File: src/rtl/lx32_regfile.sv
// lx32_regfile: LX32 integer register file with one write port and two registered read ports.
// x0 is hard-wired to zero.
// Define LX32_REGFILE_BYPASS_EN to forward a same-edge write to a colliding read.
module lx32_regfile #(
  parameter int XLEN  = 32,
  parameter int NREGS = 32,
  parameter int AW    = $clog2(NREGS)
) (
  input  logic            clk,
  input  logic            rst_n,
  input  logic            we,
  input  logic [AW-1:0]   waddr,
  input  logic [XLEN-1:0] wdata,
  input  logic            re_a,
  input  logic [AW-1:0]   raddr_a,
  output logic [XLEN-1:0] rdata_a,
  input  logic            re_b,
  input  logic [AW-1:0]   raddr_b,
  output logic [XLEN-1:0] rdata_b
);
  logic [XLEN-1:0] mem [NREGS];
  logic [XLEN-1:0] rd_a, rd_b;
  logic            wr;
  assign wr = we && waddr != '0;
`ifdef LX32_REGFILE_BYPASS_EN
  assign rd_a = raddr_a == '0 ? '0 : (wr && raddr_a == waddr) ? wdata : mem[raddr_a];
  assign rd_b = raddr_b == '0 ? '0 : (wr && raddr_b == waddr) ? wdata : mem[raddr_b];
`else
  assign rd_a = raddr_a == '0 ? '0 : mem[raddr_a];
  assign rd_b = raddr_b == '0 ? '0 : mem[raddr_b];
`endif
  // Storage: writes to x0 are dropped, reset clears every entry.
  always_ff @(posedge clk or negedge rst_n)
    if (!rst_n)
      for (int i = 0; i < NREGS; i++) mem[i] <= '0;
    else if (wr)
      mem[waddr] <= wdata;
  // Read ports: each output updates only when its enable is set, otherwise holds.
  always_ff @(posedge clk or negedge rst_n)
    if (!rst_n) begin
      rdata_a <= '0;
      rdata_b <= '0;
    end else begin
      if (re_a) rdata_a <= rd_a;
      if (re_b) rdata_b <= rd_b;
    end
endmodule

File: config.mk
export PLATFORM = sky130hd
export DESIGN_NAME = lx32_regfile
export DESIGN_NICKNAME = d
export VERILOG_FILES = /design/src/rtl/lx32_regfile.sv
export SDC_FILE = /design/constraint.sdc
export NUM_CORES = 2
export LEC_CHECK = 0
export CAP_MARGIN = 25
export CORE_MARGIN = 5
export CORE_UTILIZATION = 60
export CTS_BUF_LIST = sky130_fd_sc_hd__clkbuf_8 sky130_fd_sc_hd__clkbuf_16
export DETAILED_ROUTE_END_ITERATION = 12
export GPL_TIMING_DRIVEN = 0
export MAX_ROUTING_LAYER = met4
export PLACE_DENSITY = 0.84
export REMOVE_ABC_BUFFERS = 1
export SETUP_SLACK_MARGIN = 0.05
export SLEW_MARGIN = 20
export SYNTH_ARGS = -nofsm -noshare
export SYNTH_HDL_FRONTEND = slang
export SYNTH_SLANG_ARGS = --single-unit
export TNS_END_PERCENT = 50
File: constraint.sdc
create_clock -name clk -period 2.1 [get_ports clk]
set_input_delay 0.315 -clock clk [delete_from_list [all_inputs] [get_ports clk]]
set_output_delay 0.315 -clock clk [all_outputs]
set_load 0.005 [all_outputs]
==> reports/metrics.cfg <==
[run_status]
outcome=complete, but fails checks
failed_checks=hold timing, setup timing

[placement]
placed_cells=5056
io_buffers=115
pre_cts_ws_ps=-1729
postPlaceCellArea_um2=60220
place.gp.congestion=0.7776
dpl.hpwl_um=104500

[synth]
synth_top_flop_cell=dfrtp_1
ys_seq_area_frac=0.4809
ys_types=38
synth_edf_count=0
yosysMostFrequentCell=dfrtp_1
synth_common_cells=1088 x dfrtp_1, 1056 x mux2_2, 378 x mux2i_1
synth.avg_cell_area_um2=14.15
yosysWarnings=0
synth_seq_cells=1088
synthesis.instances=4001
yosys-top-cells-area=dfrtp_1 48%, mux2_2 21%, mux4_2 13%, mux2i_1 6.7%, clkbuf_1 1.9%
synth_area_um2=56610
async_reset_ff_frac=1.000
synth_top_area_frac=0.4809
netlist.top_cell.by_area=dfrtp_1

[floorplanning]
die_y_um=317.2
rows=112
start_util=0.6056
ios=116
die_area_um2=100600
die_x_um=317.2
core_um2=93470

[final_layout]
finalNonFillerCells=5338
fin_nets=4044
syn2layout_area_growth_pct=15.31
fin_area_um2=65270
drive_gt1_frac=0.4546
nFillCells=5610
post-route-util=0.6983

[clocking]
h-tree-depth=3
ctsRootBufferMaster=clkbuf_16
cts_tree=done
hold_buffers=4
clk_path_buf_depth=3
clk_pin_slew_ps=60
numCtsBuffers=108
clk_latency_ps=720
cts.sinks=1088

[setup_path]
crit_chain=clkdlybuf4s50_1, nor3b_2, buf_2, nand2_4, buf_16, mux2_2
max_stage_delay_ps=750
crit_fanout=27
startpoint_type=primary input
critical_path_class=primary input to flop
crit_path_top_delay_cell=clkdlybuf4s50_1
cp-end-kind=flop
crit_buf_inv=3
cp_data_arrival_time_ps=2720
crit_family=buffers and inverters
critPathRequiredTime_ps=2680

[detailed_routing]
postRouteAntennaNets=0
drt_iter0_markers=5344
wirelength_um=188900
routed_via_density=7.488
drc_errors=0
wire_per_inst_um=35.38
num_vias=39970
dr.pass1.iters=7

[sta]
max_freq_mhz=466.3
final.min_clock_period_ps=2145
grt_setup_unrepaired=true
setup_ws_ps=-44.63
relSlewSlack=0.2462
fin_worst_skew_ps=26.81
fin_crit_sh=1.021
max_slew.worst_pin.slew_ps=1127
finalHoldViolCount=284
finalSetupViolCount=32
whs_ps=-355.9
slew_viol_final=0

[grt]
antenna_found_initial=6
grt_pass1_wl_um=273900
grt_max_degree=150
grt_overflow=0
grt_pass1_vias=41820
grt_use_total=0.3780

[power]
power_density_nw_per_um2=919.1
leakagePower_uw=0.02893
peakVddDrop_uv=768.0

[hold_path]
hold_class=primary input to async pin

[run]
cap_viol_max_count=0

-- final cells by class --
cell class | count | area [um2] | area share
Multi-Input combinational cell | 2475 | 27980 | 0.4287
Sequential cell | 1088 | 27230 | 0.4172
Timing Repair Buffer | 317 | 4905 | 0.07514
Clock buffer | 143 | 3207 | 0.04913
Tap cell | 1254 | 1569 | 0.02404
Clock inverter | 51 | 349.1 | 0.005348
Antenna cell | 8 | 20.02 | 0.0003067
Inverter | 2 | 10.01 | 0.0001533
-- layout by cell type, fill, tap and decap left out, types with 17 or more instances in the layout --
cell type        synthesis  routed
a2111oi_0               65      53
a21oi_1                 62      59
a22o_1                  60      60
buf_12                   0      32
buf_16                   0      61
buf_2                   67      22
buf_4                   18      46
buf_6                   12      18
buf_8                    0      20
bufbuf_16                0      17
clkbuf_16                0     114
clkbuf_8                 0      33
clkdlybuf4s50_1          0      86
clkinv_2                 0      20
dfrtp_1               1088    1082
inv_1                    0      19
mux2_2                1056    1056
mux2i_1                378     378
mux4_2                 324     324
nand2b_1                66      66
nor2_1                 143     126
o211ai_1                62      62
o22ai_1                124     124
or4_1                   64      62
-- stage by stage --
stage,power [uW],setup TNS (ps)
6_report,59990,-575.8
5_1_grt,61860,-208.0
4_1_cts,59170,-9001
3_5_place_dp,39430,-975270
3_3_place_gp,39980,-
2_1_floorplan,34810,-301580
-- sequential cells by signal, indices dropped and copies added (netlist names) --
signal,count
rdata_b,32
mem,1024
rdata_a,32
-- cell families after synthesis --
kind of cell           count (synthesis)  share of synthesized area
AND/OR/NAND/NOR                      334                    0.03189
AO/OA/AOI/OAI                        382                    0.04798
buffers and inverters                439                    0.03337
flip-flops                          1088                     0.4809
multiplexers                        1758                     0.4058
-- power breakdown --
part           internal (uW)  switching (uW)  leakage (uW)
Combinational           7130            5120        0.0131
Sequential             24900            3310        0.0140
Clock                  11000            8560       0.00184
-- per-layer routing --
layer | vias up | global-route usage | part of all wire
li1 | 15280 | - | -
met1 | 20480 | 0.4626 | 0.34
met2 | 3126 | 0.5535 | 0.45
met3 | 1089 | 0.1182 | 0.13
met4 | 0 | 0.2326 | 0.078
met5 | - | - | 0
-- final timing paths --
check,from,end,slack (ps),cells past startpoint
min,rst_n,mem[845],-360,2
min reg2reg,mem[1001],mem[1001],400,0
max,waddr[2],mem[828],-40,6
max in group asynchronous,rst_n,mem[256],530,6
max reg2reg,mem[790],rdata_b[22],140,4
min in group clk,raddr_b[2],rdata_b[21],220,3
-- repair_timing --
action	4_1_cts	5_1_grt
resized for setup	25	38
pin swaps	7	4
cloned	19	4
setup endpoints to repair	697	561
hold endpoints to repair	71	280
setup buffers	31	9
Power figures use the tool's default switching activity.
